===== src/rtl/dmem_arbiter_if.sv =====
// dmem_arbiter_if: request/response bundle for one data-memory requester
interface dmem_arbiter_if #(
  parameter int AWIDTH = 32,
  parameter int DWIDTH = 32,
  parameter int BEWIDTH = 4
);
  logic valid;
  logic [AWIDTH-1:0] addr;
  logic [DWIDTH-1:0] wdata;
  logic [BEWIDTH-1:0] be;
  logic ready;
  logic rvalid;
  logic [DWIDTH-1:0] rdata;
  logic err;
  modport master (output valid, addr, wdata, be, input ready, rvalid, rdata, err);
  modport slave (input valid, addr, wdata, be, output ready, rvalid, rdata, err);
endinterface


===== src/rtl/dmem_arbiter.sv =====
// dmem_arbiter: round-robin two-port front end for data_memory with fixed-latency read return
module dmem_arbiter #(
  parameter int AWIDTH = 32,
  parameter int DWIDTH = 32,
  parameter int BEWIDTH = 4,
  parameter int RD_LATENCY = 1
) (
  input  logic               clk,
  input  logic               rst,
  dmem_arbiter_if.slave      p0,
  dmem_arbiter_if.slave      p1,
  output logic [AWIDTH-1:0]  mem_addr,
  output logic [DWIDTH-1:0]  mem_wdata,
  output logic [BEWIDTH-1:0] mem_wren,
  input  logic [DWIDTH-1:0]  mem_rdata
);
  typedef struct packed {
    logic v;
    logic port;
    logic err;
    logic [DWIDTH-1:0] data;
  } rsp_t;
  logic prio_q, prio_d, g0, g1, mis;
  logic [BEWIDTH-1:0] be;
  rsp_t pipe_q [RD_LATENCY];
  rsp_t pipe_d [RD_LATENCY];
  rsp_t rsp;
  always_comb begin
    g0 = rst && p0.valid && (!p1.valid || !prio_q);
    g1 = rst && p1.valid && (!p0.valid || prio_q);
    mem_addr = g0 ? p0.addr : g1 ? p1.addr : '0;
    mem_wdata = g0 ? p0.wdata : g1 ? p1.wdata : '0;
    be = g0 ? p0.be : g1 ? p1.be : '0;
    mis = |mem_addr[1:0];
    mem_wren = mis ? '0 : be;
    prio_d = (g0 || g1) ? g0 : prio_q;
    pipe_d[0] = '{v: (g0 || g1) && (mis || be == '0), port: g1, err: mis, data: mis ? '0 : mem_rdata};
    for (int i = 1; i < RD_LATENCY; i++) pipe_d[i] = pipe_q[i-1];
    rsp = pipe_q[RD_LATENCY-1];
    p0.ready = g0;
    p1.ready = g1;
    p0.rvalid = rst && rsp.v && !rsp.port;
    p1.rvalid = rst && rsp.v && rsp.port;
    p0.rdata = p0.rvalid ? rsp.data : '0;
    p1.rdata = p1.rvalid ? rsp.data : '0;
    p0.err = p0.rvalid && rsp.err;
    p1.err = p1.rvalid && rsp.err;
  end
  always_ff @(posedge clk) begin
    if (!rst) begin
      prio_q <= 1'b0;
      for (int i = 0; i < RD_LATENCY; i++) pipe_q[i] <= '0;
    end else begin
      prio_q <= prio_d;
      pipe_q <= pipe_d;
    end
  end
endmodule


===== src/flat_wrapper.sv =====
// flat-port wrapper written by rule: the top's interface ports become plain ports
module dmem_arbiter_flat 
#(
  parameter int AWIDTH = 32,
  parameter int DWIDTH = 32,
  parameter int BEWIDTH = 4,
  parameter int RD_LATENCY = 1
)
  (clk, rst, mem_addr, mem_wdata, mem_wren, mem_rdata, p0_valid, p0_addr, p0_wdata, p0_be, p0_ready, p0_rvalid, p0_rdata, p0_err, p1_valid, p1_addr, p1_wdata, p1_be, p1_ready, p1_rvalid, p1_rdata, p1_err);
  dmem_arbiter_if #(.AWIDTH(AWIDTH), .DWIDTH(DWIDTH), .BEWIDTH(BEWIDTH)) p0_i ();
  dmem_arbiter_if #(.AWIDTH(AWIDTH), .DWIDTH(DWIDTH), .BEWIDTH(BEWIDTH)) p1_i ();
  input  logic clk;
  input  logic rst;
  output logic [AWIDTH-1:0] mem_addr;
  output logic [DWIDTH-1:0] mem_wdata;
  output logic [BEWIDTH-1:0] mem_wren;
  input  logic [DWIDTH-1:0] mem_rdata;
  input wire logic [$bits(p0_i.valid)-1:0] p0_valid;
  input wire logic [$bits(p0_i.addr)-1:0] p0_addr;
  input wire logic [$bits(p0_i.wdata)-1:0] p0_wdata;
  input wire logic [$bits(p0_i.be)-1:0] p0_be;
  output wire logic [$bits(p0_i.ready)-1:0] p0_ready;
  output wire logic [$bits(p0_i.rvalid)-1:0] p0_rvalid;
  output wire logic [$bits(p0_i.rdata)-1:0] p0_rdata;
  output wire logic [$bits(p0_i.err)-1:0] p0_err;
  input wire logic [$bits(p1_i.valid)-1:0] p1_valid;
  input wire logic [$bits(p1_i.addr)-1:0] p1_addr;
  input wire logic [$bits(p1_i.wdata)-1:0] p1_wdata;
  input wire logic [$bits(p1_i.be)-1:0] p1_be;
  output wire logic [$bits(p1_i.ready)-1:0] p1_ready;
  output wire logic [$bits(p1_i.rvalid)-1:0] p1_rvalid;
  output wire logic [$bits(p1_i.rdata)-1:0] p1_rdata;
  output wire logic [$bits(p1_i.err)-1:0] p1_err;
  assign p0_i.valid = p0_valid;
  assign p0_i.addr = p0_addr;
  assign p0_i.wdata = p0_wdata;
  assign p0_i.be = p0_be;
  assign p0_ready = p0_i.ready;
  assign p0_rvalid = p0_i.rvalid;
  assign p0_rdata = p0_i.rdata;
  assign p0_err = p0_i.err;
  assign p1_i.valid = p1_valid;
  assign p1_i.addr = p1_addr;
  assign p1_i.wdata = p1_wdata;
  assign p1_i.be = p1_be;
  assign p1_ready = p1_i.ready;
  assign p1_rvalid = p1_i.rvalid;
  assign p1_rdata = p1_i.rdata;
  assign p1_err = p1_i.err;
  dmem_arbiter #(.AWIDTH(AWIDTH), .DWIDTH(DWIDTH), .BEWIDTH(BEWIDTH), .RD_LATENCY(RD_LATENCY)) u_core (.clk(clk), .rst(rst), .p0(p0_i), .p1(p1_i), .mem_addr(mem_addr), .mem_wdata(mem_wdata), .mem_wren(mem_wren), .mem_rdata(mem_rdata));
endmodule

===== config.mk =====
export PLATFORM = sky130hd
export DESIGN_NAME = dmem_arbiter_flat
export DESIGN_NICKNAME = d
export VERILOG_FILES = /design/src/rtl/dmem_arbiter_if.sv /design/src/rtl/dmem_arbiter.sv /design/src/flat_wrapper.sv
export SDC_FILE = /design/constraint.sdc
export NUM_CORES = 1
export LEC_CHECK = 0
export ABC_AREA = 1
export CAP_MARGIN = 5
export CORE_AREA = 4 4 117 119
export CTS_CLUSTER_SIZE = 40
export DETAILED_ROUTE_END_ITERATION = 16
export DIE_AREA = 0 0 121 123
export HOLD_SLACK_MARGIN = 0.15
export SLEW_MARGIN = 30
export SYNTH_ARGS = -nofsm -noshare
export SYNTH_HDL_FRONTEND = slang
export SYNTH_SLANG_ARGS = --single-unit

===== constraint.sdc =====
create_clock -name clk -period 3.6 [get_ports clk]
set_clock_uncertainty 0.15 [all_clocks]
set_input_delay 0.72 -clock clk [delete_from_list [all_inputs] [get_ports clk]]
set_output_delay 0.72 -clock clk [all_outputs]
set_load 0.02 [all_outputs]

Word-level counts from Yosys, hierarchy flattened

Index checks and enable logic that the tools add are counted.

Input port bits: 172
Output and inout port bits: 138
Logic and storage cells: 36
Register bits: 36

Reduce and logical (&&, ||, !) cells: 21
Bitwise logic cells: 1
Multiplexer cells: 9

Operators with widths:

| kind               | count |
|---|---|
| 2-to-1 mux 32 bit  | 6 |
| 2-to-1 mux 4 bit   | 3 |
| logical AND 1 bit  | 10 |
| zero test 1 bit    | 4 |
| zero test 4 bit    | 1 |
| logical OR 1 bit   | 4 |
| OR reduction 3 bit | 1 |
| OR reduction 2 bit | 1 |
| NOT 1 bit          | 1 |

Depth between registers and ports, before layout

Depth in word-level cells: 8
Depth in mapped cells: 10
Gate-level depth less buffers: 8

Worst setup path before layout

OpenSTA, ideal clock, no wires.

Path type: input port to output port
Start point: input port rst
End point: output port p0_rdata[10]
Required time: 2.730 ns
Stages: 5
Data arrival time: 2.039 ns
Buffers on the path: 1
Setup slack: 0.691 ns
Cell sequence: inv_1 > nor3_1 > inv_1 > clkbuf_1 > nor2_1

Cells in the longest elaborated chain, start to end: 3

Ends and longest elaborated chain:

| what                            | line               | text |
|---|---|---|
| start: declaration              | flat_wrapper.sv:13 | `input logic rst;` |
| logical AND 1 bit (2 in series) | dmem_arbiter.sv:42 | `p0.rvalid = rst && rsp.v && !rsp.port;` |
| named net p0_rvalid             | flat_wrapper.sv:23 | `output wire logic [$bits(p0_i.rvalid)-1:0] p0_rvalid;` |
| 2-to-1 mux 32 bit               | dmem_arbiter.sv:44 | `p0.rdata = p0.rvalid ? rsp.data : '0;` |
| end: declaration                | flat_wrapper.sv:24 | `output wire logic [$bits(p0_i.rdata)-1:0] p0_rdata;` |

The timed path passes the listed nets, and every way through them passes these cells.

Worst setup path in the final report

Start point: input port p0_valid
End point: output port mem_addr[16]

Cells in the longest elaborated chain, start to end: 5
Elaborated cells on any way between the ends: 7
Classes of those cells: 2 x mux; 5 x reduce/logical

Ends and longest elaborated chain:

| what                  | line               | text |
|---|---|---|
| start: declaration    | flat_wrapper.sv:18 | `input wire logic [$bits(p0_i.valid)-1:0] p0_valid;` |
| zero test 1 bit       | dmem_arbiter.sv:30 | `g1 = rst && p1.valid && (!p0.valid \|\| prio_q);` |
| logical OR 1 bit      | dmem_arbiter.sv:30 |  |
| logical AND 1 bit     | dmem_arbiter.sv:30 |  |
| 2-to-1 mux 32 bit     | dmem_arbiter.sv:31 | `mem_addr = g0 ? p0.addr : g1 ? p1.addr : '0;` |
| 2-to-1 mux 32 bit (*) | dmem_arbiter.sv:31 |  |
| end: declaration      | flat_wrapper.sv:14 | `output logic [AWIDTH-1:0] mem_addr;` |

Every way passes the cells marked *; elsewhere a longest branch is shown, timed or not.

==> flow_summary.yaml <==
floorplan:
  die-width_microns: 121
  dieHeight_microns: 123
  initial_utilization_pct: 17.8
  io_pins: 310
  dieArea_sq_mm: 0.0149
  core_sq_mm: 0.0126
  rows: 41
routing:
  viasPerCell: 4.17
  ant_nets: 0
  via_count: 3413
  wl_microns: 14000
  wl_per_cell_microns: 17.1
  dr_wl_met3_microns: 1320
  routed.top_layer: "met5"
  drtIter0Drc: 121
  drc: 0
  drt_pass1_iterations: 4
  wl_met1_microns: 5670
  wl_met2_microns: 6670
global_routing:
  grt_start_max_net_pins: 54
  grt.total_usage_pct: 17.0
  antenna_found_initial: 4
  grt_overflow_total: 0
  grt_pass1_wl_microns: 19500
  grt_pass1_vias: 3557
critical_path:
  cp_max_fo: 10
  path_class: "input port to output port"
  end_kind: "output port"
  worstSetupStartpointType: "input port"
  required_ns: 2.73
  critPathMaxStageDelay_ns: 0.61
  cpMaxStageDelayCell: "clkdlybuf4s50_1"
  cp_common_cell: "clkdlybuf4s50_1"
  cp.arrival_ns: 2.65
  path_cells: "clkdlybuf4s50_1 -> nand2_1 -> nor2_4 -> buf_4 -> a22o_1 -> clkdlybuf4s50_1"
place:
  gp_congestion: 0.896
  hpwlAfterDp_microns: 11700
  port_buffers: 309
logic_synthesis:
  synth_area_sq_mm: 0.00224
  synth_seq_area_share_pct: 32.2
  synth-seq-cells: 36
  synth.yosys.warnings: 0
  synth_fp_nets: 505
  avgSynthCellArea_sq_um: 6.71
  syn_inst: 333
  synth_cell_type_count: 15
layout:
  final_layout_size_suffix_gt1_share_pct: 4.50
  finalNetCount: 815
  areaGrowthSynthToFinish_pct: 167
  final_common_cell: "clkdlybuf4s50_1"
  final_util_pct: 47.4
  mostFrequentLayoutCells: "clkdlybuf4s50_1, nor2_1, dlymetal6s2s_1, inv_1, a22o_1"
sta:
  period_needed_ns: 3.52
  holdWs_ns: 0.367
  finalCritPeriodShare_pct: 97.8
  fmax_ghz: 0.284
  timing.final.hold_violations: 0
  rsz0062_at_grt: "no"
  fin_tns_setup_ns: 0
  finalSetupViolCount: 0
  tightest_slew_ns: 0.613
  slew_violations: 0
  relSlewSlack_pct: 59.0
clock_tree:
  cts_htree_levels: 2
  clock_latency_ns: 0.27
  clock_sinks: 36
  clockBufferDepth: 2
  root_buffer: "clkbuf_16"
  tritoncts: "done"
  cts_buffers: 5
  holdBufCountCts: 0
  clk_pin_slew_ns: 0.05
outcome:
  status: "completed"
power:
  finalPower_mw: 1.42
  max-vdd-ir-drop_mv: 0.141
  p_leak_nw: 3.79
  p_per_area_mw_per_mm2: 238
flow_run:
  drv_cap: 0
worst_hold_path:
  hold_path_class: "flop to flop"
## final cells by class
type / count / area, sq um
fillers: 1236 / 6610
repair buffers: 326 / 3480
clock buffers: 7 / 133
diodes: 3 / 7.51
clock inverters: 1 / 8.76
flip-flops and latches: 36 / 721
inverters: 74 / 278
multi-input cells: 200 / 1120
well taps: 172 / 215
## metrics by stage
| step | instances | setup WS (ns) | area, sq um |
|---|---|---|---|
| floorplan | 333 | 0.691 | 2240 |
| global placement | 805 | 0.0344 | 5550 |
| detailed placement | 805 | 0.00241 | 5550 |
| CTS | 813 | 0.00379 | 5700 |
| global route | 818 | 0.000707 | 5960 |
| finish | 819 | 0.0805 | 5960 |
## path summary, 6_finish.rpt
path                                                  from                           to  slack, ns  cells after the start
worst min-delay path            u_core.prio_q$_SDFFE_PN0P_   u_core.prio_q$_SDFFE_PN0P_       0.37                      2
worst max register to register  u_core.prio_q$_SDFFE_PN0P_  u_core.pipe_q[1]$_SDFF_PP0_       1.78                      8
worst min register to register  u_core.prio_q$_SDFFE_PN0P_   u_core.prio_q$_SDFFE_PN0P_       0.37                      2
worst max-delay path                              p0_valid                 mem_addr[16]       0.08                      6
## what timing repair did
item                                    in CTS  in global routing
endpoints found under the setup margin       0                 93
resized for setup                            0                 87
setup buffers                                0                  2
## sequential cells by signal (all words and copies together) (netlist names)
name / count
u_core.prio_q: 1
u_core.pipe_q: 35
## report_power, final
group	switching [mW]	leakage (nW)	total [mW]	internal [mW]
registers	0.00775	0.298	0.434	0.426
logic	0.242	3.42	0.569	0.328
clock network	0.155	0.0681	0.413	0.258
total	0.405	3.79	1.42	1.01
## cells by family after synthesis
group	after synthesis	synth area share, %
AO/OA/AOI/OAI	69	26.0
AND/OR/NAND/NOR	131	23.3
buffers and inverters	97	18.5
flip-flops	36	32.2
## worst max-delay path, delay by kind of cell
kind | cells | cell delay [ns]
simple gates | 2 | 0.37
buf+inv | 3 | 1.38
compound gates | 1 | 0.17
## synthesized netlist by cell type
| master | n | area share (%) |
|---|---|---|
| a21oi_1 | 6 | 1.3 |
| a21oi_2 | 1 | 0.39 |
| a22o_1 | 62 | 24 |
| buf_2 | 12 | 2.7 |
| buf_4 | 1 | 0.34 |
| buf_6 | 4 | 2.0 |
| clkbuf_1 | 6 | 1.0 |
| dfxtp_1 | 36 | 32 |
| inv_1 | 74 | 12 |
| nand2_1 | 13 | 2.2 |
| nand2_2 | 3 | 0.84 |
| nand3_1 | 9 | 2.0 |
| nor2_1 | 103 | 17 |
| nor2_4 | 1 | 0.50 |
| nor3_1 | 2 | 0.45 |
## metal layers
| layer | up-vias | global-route usage, % |
|---|---|---|
| met5 | - | 0 |
| met4 | 2 | 4.75 |
| met3 | 22 | 5.72 |
| met2 | 187 | 29.7 |
| met1 | 1528 | 20.0 |
| li1 | 1674 | - |
Note: power is estimated with default switching activity, not from simulation.
==> variant (config.mk and constraints unchanged) <==
`RD_LATENCY` is set to 1 in 2 places; all go to 2.
--- a/src/rtl/dmem_arbiter.sv
+++ b/src/rtl/dmem_arbiter.sv
@@ -4,5 +4,5 @@
   parameter int DWIDTH = 32,
   parameter int BEWIDTH = 4,
-  parameter int RD_LATENCY = 1
+  parameter int RD_LATENCY = 2
 ) (
   input  logic               clk,
--- a/src/flat_wrapper.sv
+++ b/src/flat_wrapper.sv
@@ -5,5 +5,5 @@
   parameter int DWIDTH = 32,
   parameter int BEWIDTH = 4,
-  parameter int RD_LATENCY = 1
+  parameter int RD_LATENCY = 2
 )
   (clk, rst, mem_addr, mem_wdata, mem_wren, mem_rdata, p0_valid, p0_addr, p0_wdata, p0_be, p0_ready, p0_rvalid, p0_rdata, p0_err, p1_valid, p1_addr, p1_wdata, p1_be, p1_ready, p1_rvalid, p1_rdata, p1_err);
Behaviour: not the same (a bounded check fails within 4 cycles, from zero or initial values and one cycle with rst low).
==> variant against the unedited design <==
  * Worst setup slack worse by 0.068 ns
  * Largest cell class unchanged
  * Hold slack got worse by 0.11 ns
  * Critical path depth did not move
  * Combinational power shrank 1%
  * Fmax is 1.9% lower
  * Wire length grew 12%
  * Register-to-register slack lost 0.04 ns
  * Largest power group is now clock
  * Non-clock buffer count unchanged
  * Global-route usage grew 3.0 points
  * Sequential power is 94% higher
  * Sequential cell count rose by 35
  * Area after synthesis rose by 46%
  * Total power is 66% higher
  * Cell area grew 17%
==> variant: results (changes against the unedited design) <==
status=finished clean; GRT Overall Usage=20.0% (+3.0 points); IO buf count=309 (unchanged); Max-Cap Viols=0 (unchanged); crit-path max cell delay=0.59 ns (-0.02 ns); Distinct cells, synth=18 (+3); post-synthesis async set-or-reset flop share=0% (unchanged); RD Place Congestion=0.861 (-3.9%); initial DRC count=129 (+6.6%); initial antenna violation count=2 (-2); DR vias=3950 (+16%); Hold EP=u_core.pipe_q[30]$_SDFF_PN0_; sw frac=25.1% (-3.5 points); R2R cell count=9 (+1); Clk Latency, worst-skew pair=0.32 ns (+0.05 ns); Post-CTS Setup Bufs=0 (unchanged); CTS root buf=clkbuf_16; Least-Margin Pin Slew=0.413 ns (-0.200 ns); Syn Nets=614 (+22%); Worst path slowest cell=clkdlybuf4s50_1; peak fanout along the critical path=31 (+21); first-pass GRT wire length=22.7 mm (+16%); most frequent cells after synthesis=108 x inv_1, 92 x nor2_1, 71 x dfxtp_1; Worst VDD drop=290 uV (+110%); htree depth=3 (+1); Ys Warns=0 (unchanged); sequential-to-total area share from yosys stat=43.5% (+11 points); Hold Crit Depth=2 (unchanged); TritonRoute pass-1 iters=5 (+1); hold path start=u_core.pipe_d[30]$_SDFF_PP0_; share of layout cells above drive strength 1=7.27% (+2.8 points); post-route ant nets=0 (unchanged); Register-to-Register Setup Slack=1.74 ns (-0.04 ns); Post-synth top flop=dfxtp_1; Fin Setup TNS=0 ns (unchanged); Critical Path AT=2.72 ns (+0.07 ns); Hold Path Class=flop to flop; clock transition at the registers of the reported paths=0.05 ns (about the same); Area contributors post-synth=dfxtp_1 44%, a22o_1 17%, inv_1 12%; Num CTS Buffers=9 (+4); ANT cells=0 (-3); NumNets Final=924 (+13%); Worst Setup SP=rst; Critical R2R Capture=u_core.pipe_d[24]$_SDFF_PP0_; reg2reg start=u_core.prio_q$_SDFFE_PN0P_; hpwl dp=12.7 mm (+9.0%); Leak=0.00363 uW (-4.2%); clk buf depth=2 (unchanged); WL per Instance=16.9 microns (-0.94%); largest net degree at the start of global routing=33 (-39%)
==> variant: changes by cell type in the layout (fill, tap and decap cells not counted), moves of 29 or more <==
| cell | before | now |
|---|---|---|
| dlymetal6s2s_1 | 87 | 25 |
| dfxtp_1 | 36 | 71 |
| inv_1 | 74 | 108 |
| nand2_1 | 13 | 46 |
| dlygate4sd2_1 | 0 | 31 |
| clkdlybuf4s50_1 | 222 | 251 |
==> variant: worst max-delay path by stage <==
stage                                to  slack (ns)  depth (start not counted)
after floorplan            p0_rdata[10]        0.69                          5
after global placement    mem_wdata[30]       -0.05                          6
after detailed placement  mem_wdata[30]       -0.07                          6
after CTS                   mem_addr[8]      0.0005                          6
after global routing        mem_addr[2]       -0.06                          6
final                       mem_addr[2]        0.01                          6
==> variant: final cells by class <==
type / count / area [sq um]
fill: 1198 / 5580
timing repair buffer: 326 / 3310
sequential: 71 / 1420
multi-input combinational: 235 / 1300
inverter: 109 / 409
clock buffer: 9 / 225
tap: 172 / 215
clock inverter: 7 / 101
==> variant: worst max-delay path, delay by kind of cell <==
kind | cells | cell delay (ns)
compound gates | 2 | 0.36
buf+inv | 3 | 1.51
simple gates | 1 | 0.13
==> variant: per-layer routing <==
layer	GRT usage (%)	part of all wire [%]	vias to the layer above
li1	-	-	1959
met1	23.5	40	1790
met2	35.7	50	174
met3	6.18	7.9	23
met4	4.53	1.6	4
met5	0	0.25	-
==> variant: timing repair <==
| item | CTS | global route |
|---|---|---|
| gates cloned | 2 | 0 |
| resized for setup | 31 | 26 |
| endpoints found under the setup margin | 14 | 30 |
==> variant: power groups by stage <==
stage / clock network [uW] / registers, uW / logic [uW]
global placement: 0 / 858 / 567
detailed placement: 0 / 860 / 572
floorplan: 0 / 856 / 229
finish: 947 / 842 / 563
global route: 1010 / 846 / 601
CTS: 974 / 842 / 569
==> variant: logic make-up (layout without fill, tap and decap cells) <==
| family | count (synthesis) | count (layout) | synth area share [%] |
|---|---|---|---|
| and+or+nand+nor | 166 | 166 | 21.4 |
| AOI/OAI and AO/OA | 69 | 69 | 17.8 |
| buffers and inverters | 136 | 451 | 17.2 |
| DFF | 71 | 71 | 43.5 |
==> variant: through the flow <==
stage,hold slack (ns),setup WS [ns],instance area [sq um],cells
6_report,0.259,0.0122,6990,929
4_1_cts,0.260,0.000510,6920,929
3_5_place_dp,0.246,-0.0745,6570,911
3_3_place_gp,0.242,-0.0517,6570,911
2_1_floorplan,0.240,0.691,3260,442
5_1_grt,0.276,-0.0582,6990,929
